### src/rtl/dds_param_sequencer.sv
// Front-panel key sequencer for the DDS core: sync, debounce, step one parameter, then hand it off.
// Optional macro AUTO_REPEAT_EN adds auto-repeat stepping while f/a/p keys are held.
module dds_param_sequencer #(
    parameter int DEBOUNCE_CYCLES = 1000000,
    parameter int REPEAT_CYCLES   = 25000000,
    parameter int F_INIT          = 8590,
    parameter int F_STEP          = 42950,
    parameter int F_MAX           = 1717987,
    parameter int P_STEP          = 100,
    parameter int A_MAX           = 10
) (
    input  logic        clk,
    input  logic        reset,
    input  logic        key_wave_n,
    input  logic        key_f_n,
    input  logic        key_a_n,
    input  logic        key_p_n,
    input  logic        upd_ready,
    output logic [1:0]  set_waveform,
    output logic [20:0] f_control,
    output logic [3:0]  a_control,
    output logic [8:0]  p_control,
    output logic        upd_valid,
    output logic [1:0]  upd_src
);

    localparam int CNT_MAX = (DEBOUNCE_CYCLES > REPEAT_CYCLES) ? DEBOUNCE_CYCLES : REPEAT_CYCLES;
    localparam int CNT_W   = $clog2(CNT_MAX) + 1;
    localparam logic [CNT_W-1:0] DEB_LAST = CNT_W'(DEBOUNCE_CYCLES - 1);

    typedef enum logic [2:0] {IDLE, DEBOUNCE, APPLY, HANDSHAKE, RELEASE} state_t;

    state_t           state_q, state_d;
    logic [3:0]       sync1_q, sync1_d;
    logic [3:0]       sync2_q, sync2_d;
    logic [1:0]       sel_q, sel_d;
    logic [CNT_W-1:0] cnt_q, cnt_d;
    logic [1:0]       wave_q, wave_d;
    logic [20:0]      f_q, f_d;
    logic [3:0]       a_q, a_d;
    logic [8:0]       p_q, p_d;
    logic [1:0]       src_q, src_d;
    logic             key_low;
    logic [21:0]      f_sum;
    logic [9:0]       p_sum;
`ifdef AUTO_REPEAT_EN
    localparam logic [CNT_W-1:0] REP_LAST = CNT_W'(REPEAT_CYCLES - 1);
    logic [CNT_W-1:0] rep_q, rep_d;
`endif

    // Bit order of every key vector: 0 = wave, 1 = f, 2 = a, 3 = p (also the upd_src code).
    assign key_low = ~sync2_q[sel_q];
    assign f_sum   = {1'b0, f_q} + 22'(F_STEP);
    assign p_sum   = {1'b0, p_q} + 10'(P_STEP);

    always_ff @(posedge clk) begin
        if (reset) begin
            state_q <= IDLE;
            sync1_q <= 4'hF;
            sync2_q <= 4'hF;
            sel_q   <= 2'd0;
            cnt_q   <= '0;
            wave_q  <= 2'd0;
            f_q     <= 21'(F_INIT);
            a_q     <= 4'd1;
            p_q     <= 9'd0;
            src_q   <= 2'd0;
`ifdef AUTO_REPEAT_EN
            rep_q   <= '0;
`endif
        end else begin
            state_q <= state_d;
            sync1_q <= sync1_d;
            sync2_q <= sync2_d;
            sel_q   <= sel_d;
            cnt_q   <= cnt_d;
            wave_q  <= wave_d;
            f_q     <= f_d;
            a_q     <= a_d;
            p_q     <= p_d;
            src_q   <= src_d;
`ifdef AUTO_REPEAT_EN
            rep_q   <= rep_d;
`endif
        end
    end

    always_comb begin
        state_d = state_q;
        sync1_d = {key_p_n, key_a_n, key_f_n, key_wave_n};
        sync2_d = sync1_q;
        sel_d   = sel_q;
        cnt_d   = cnt_q;
        wave_d  = wave_q;
        f_d     = f_q;
        a_d     = a_q;
        p_d     = p_q;
        src_d   = src_q;
`ifdef AUTO_REPEAT_EN
        rep_d   = '0;
`endif
        case (state_q)
            IDLE: begin
                if (!(&sync2_q)) begin
                    if (!sync2_q[0])      sel_d = 2'd0;
                    else if (!sync2_q[1]) sel_d = 2'd1;
                    else if (!sync2_q[2]) sel_d = 2'd2;
                    else                  sel_d = 2'd3;
                    cnt_d   = '0;
                    state_d = DEBOUNCE;
                end
            end
            DEBOUNCE: begin
                if (!key_low)              state_d = IDLE;
                else if (cnt_q == DEB_LAST) state_d = APPLY;
                else                       cnt_d   = cnt_q + 1'b1;
            end
            APPLY: begin
                src_d = sel_q;
                case (sel_q)
                    2'd0: wave_d = wave_q + 2'd1;
                    2'd1: f_d    = (f_sum > 22'(F_MAX)) ? 21'(F_INIT) : f_sum[20:0];
                    2'd2: a_d    = (a_q == 4'(A_MAX)) ? 4'd1 : a_q + 4'd1;
                    default: p_d = (p_sum > 10'd511) ? 9'd0 : p_sum[8:0];
                endcase
                state_d = HANDSHAKE;
            end
            HANDSHAKE: begin
                cnt_d = '0;
                if (upd_ready) state_d = RELEASE;
            end
            RELEASE: begin
                // A low sample restarts the release count; with auto-repeat it also advances the repeat timer.
                if (key_low) begin
                    cnt_d = '0;
`ifdef AUTO_REPEAT_EN
                    if (sel_q != 2'd0) begin
                        if (rep_q == REP_LAST) state_d = APPLY;
                        else                   rep_d   = rep_q + 1'b1;
                    end
`endif
                end else if (cnt_q == DEB_LAST) begin
                    state_d = IDLE;
                end else begin
                    cnt_d = cnt_q + 1'b1;
                end
            end
            default: state_d = IDLE;
        endcase
    end

    always_comb begin
        set_waveform = wave_q;
        f_control    = f_q;
        a_control    = a_q;
        p_control    = p_q;
        upd_src      = src_q;
        upd_valid    = (state_q == HANDSHAKE);
    end

endmodule

### config.mk
export PLATFORM = sky130hd
export DESIGN_NAME = dds_param_sequencer
export DESIGN_NICKNAME = d
export VERILOG_FILES = /design/src/rtl/dds_param_sequencer.sv
export SDC_FILE = /design/constraint.sdc
export NUM_CORES = 1
export LEC_CHECK = 0
export ABC_CLOCK_PERIOD_IN_PS = 6600
export CAP_MARGIN = 30
export CORE_MARGIN = 8
export CORE_UTILIZATION = 40
export DETAILED_ROUTE_END_ITERATION = 8
export SETUP_SLACK_MARGIN = 0.02
export SYNTH_ARGS = -nofsm -noshare
export SYNTH_HDL_FRONTEND = slang
export SYNTH_SLANG_ARGS = --single-unit
### constraint.sdc
create_clock -name clk -period 6.6 [get_ports clk]
set_input_delay 1.32 -clock clk [delete_from_list [all_inputs] [get_ports clk]]
set_output_delay 1.32 -clock clk [all_outputs]
set_load 0.05 [all_outputs]
==> flow_summary.json <==
{
  "status": "finished, final reports clean",
  "grt_pass1_vias": 3289,
  "start_kind": "flip-flop",
  "ff2ff_setup_slack_ps": 3190,
  "netlist_area_sq_mm": 0.004090,
  "num_rows": 37,
  "overflow": 0,
  "cts.path.max_buffers": 2,
  "cts_setup_buffers": 0,
  "leakage_nw": 1.599,
  "synth_top_area_frac": 0.3622,
  "num_antenna_cells": 0,
  "finalSetupTns_ps": 0,
  "syn_inst": 482,
  "clock_latency_ps": 340,
  "cts_hold_buf": 0,
  "die_w_microns": 117.1,
  "synth_area_leaders": "dfxtp_1 (36%), xor2_1 (5.8%), nor2_1 (4.9%)",
  "cts_made_buffers": 9,
  "clk_pin_slew_ps": 90,
  "place.gp.congestion": 0.8389,
  "grt_use_total": 0.1429,
  "drive_gt1_frac": 0.1087,
  "drt_iter0_drc": 232,
  "drc": 0,
  "peakVddDrop_v": 0.00009787,
  "hold_depth": 1,
  "numClockSinks": 74,
  "r2r_start": "f_control[1]$_SDFFE_PP1P_",
  "synth-edff-count": 0,
  "power_mw": 0.9599,
  "ys_seq_area_frac": 0.3622,
  "avgSynthCellArea_sq_um": 8.486,
  "cp.required_ps": 5280,
  "min_period_over_period": 0.5302,
  "min_to": "sync2_q[1]$_SDFF_PP1_",
  "worst-r2r-cell-count": 10,
  "powerDensity_mw_per_mm2": 202.5,
  "arrival_ps": 2180,
  "yosys_warnings": 0,
  "root_buffer": "clkbuf_8",
  "die_h_microns": 117.1,
  "yosysMostFrequentCell": "dfxtp_1",
  "dieArea_sq_mm": 0.01372,
  "drt-total-wl_microns": 9229,
  "h-tree-depth": 3,
  "dp_hpwl_microns": 6679,
  "grt_max_degree": 46,
  "startpoint": "state_q[0]$_SDFFE_PP0P_",
  "syn2layout_area_growth_pct": 15.88,
  "timing.max_cap.violations": 0,
  "synth_top_cell_by_area": "dfxtp_1",
  "grt_pass1_wl_microns": 15760,
  "finClkSkew_ps": 14.98,
  "antenna_found_initial": 0,
  "ys_ff_latch": 74,
  "synth_flop_cell": "dfxtp_1",
  "ioPinCount": 46,
  "min_period_ps": 3499,
  "hold_path_class": "flip-flop to flip-flop",
  "rsz0062_at_grt": "no",
  "hp-start": "sync1_q[1]$_SDFF_PP1_",
  "netlist_top_cells_count": "dfxtp_1 (74), nor2_1 (53), nand2_1 (46), xor2_1 (27)",
  "core_area_sq_mm": 0.01014,
  "start_util": 0.4034,
  "portBuffers": 42,
  "avgViaCountPerCell": 5.373,
  "r2r-end": "f_control[10]$_SDFFE_PP0P_",
  "drt_pass1_iterations": 4,
  "avgRoutedWirePerCell_microns": 14.18,
  "setup_viol": 0,
  "ys_types": 74,
  "cts_tree": "built",
  "timing.fmax_ghz": 0.2858,
  "final_nets": 520,
  "drv_slew": 0,
  "crit_type": "flip-flop to output pin",
  "worstMarginPinSlew_ps": 1045,
  "async_flop_share": 0,
  "dr_total_vias": 3498,
  "relSlewSlack": 0.3011,
  "cts_resized": 0,
  "crit_fanout": 13,
  "finalHoldViolations": 0,
  "postRouteAntennaNets": 0,
  "crit_path_end_kind": "output pin"
}
[cells by family after synthesis]
kind of cell / share of synthesized area
multiplexers: 0.01040
other: 0.0009168
buffers and inverters: 0.06638
AND/OR/NAND/NOR: 0.3093
AO/OA/AOI/OAI: 0.1432
XOR/XNOR: 0.09850
flip-flops: 0.3622
adder cells (fa/ha/maj): 0.009178
[cell usage in the layout (no fill, tap or decap), types with 3 or more instances in the layout]
| cell | synthesis | routed |
|---|---|---|
| dfxtp_1 | 74 | 74 |
| o21ai_0 | 18 | 18 |
| ha_1 | 3 | 3 |
| inv_1 | 10 | 10 |
| o22ai_1 | 3 | 3 |
| conb_1 | 1 | 3 |
| and3_1 | 11 | 11 |
| clkbuf_8 | 1 | 10 |
| and4_1 | 4 | 4 |
| nand2b_1 | 3 | 3 |
| nor3b_1 | 7 | 7 |
| clkdlybuf4s50_1 | 0 | 41 |
| xor2_1 | 27 | 27 |
| nor2b_1 | 7 | 7 |
| nor3_1 | 13 | 13 |
| nor3_2 | 10 | 10 |
| bufinv_16 | 0 | 3 |
| or2_2 | 10 | 10 |
| nand3_1 | 24 | 24 |
| nand3b_1 | 4 | 4 |
| a21oi_1 | 24 | 24 |
| or3_1 | 8 | 8 |
| nand4_1 | 12 | 12 |
| nand2_1 | 46 | 46 |
| nor2_1 | 53 | 53 |
| a32oi_1 | 3 | 3 |
| and2_1 | 3 | 3 |
| a31oi_1 | 6 | 6 |
| nor4_1 | 5 | 5 |
| xnor2_1 | 19 | 19 |
| a211oi_1 | 3 | 3 |
[worst max path at each step]
stage	end	slack, ps	depth (start not counted)
floorplan	f_control[11]$_SDFFE_PP0P_	3360	12
CTS	upd_valid	3060	2
global placement	f_control[10]$_SDFFE_PP0P_	3090	9
global route	upd_valid	2950	3
finish	upd_valid	3100	2
detailed placement	f_control[9]$_SDFFE_PP0P_	3290	10
[worst max-delay path, stage by stage, from the launching register on]
cell and delay (ps):
dfxtp_1 560, nor3b_1 390, clkdlybuf4s50_1 880
[area by class of cell]
cell class	instances	area, sq um
Clock buffer	10	137.6
Clock inverter	6	112.6
Fill cell	1000	5399
Inverter	12	58.81
Multi-Input combinational cell	369	2345
Sequential cell	74	1481
Tap cell	136	170.2
Timing Repair Buffer	44	434.2
[per-stage QoR]
stage | hold slack (ps) | area (sq um) | util | setup slack [ps] | instances
floorplan | 389.5 | 4098 | - | 3365 | 484
global route | 429.7 | 4740 | 0.4675 | 2952 | 651
CTS | 415.2 | 4740 | 0.4675 | 3056 | 651
detailed placement | 392.7 | 4489 | 0.4428 | 3287 | 635
global placement | 395.7 | 4478 | 0.4417 | 3089 | 634
finish | 414.9 | 4740 | 0.4675 | 3101 | 651
[sequential cells by signal, summed over array words and instances (netlist names), 3 cells and up]
register   count
a_control      4
cnt_q         26
f_control     20
p_control      7
state_q        3
sync1_q        4
sync2_q        4
[where the power goes]
part | switching [mW] | total (mW) | internal, mW | leakage, nW
Sequential | 0.0113 | 0.465 | 0.454 | 0.599
Clock | 0.173 | 0.436 | 0.263 | 0.127
Combinational | 0.0384 | 0.0593 | 0.0208 | 0.873
[per-layer routing]
metal,share of wire,global-route usage,wire (microns),vias up
met3,0.067,0.02925,622,12
met1,0.47,0.1853,4307,1646
met5,0,0,0,-
met4,0.015,0.06229,139,0
li1,-,-,-,1755
met2,0.45,0.2252,4160,85
Power figures use the tool's default switching activity.
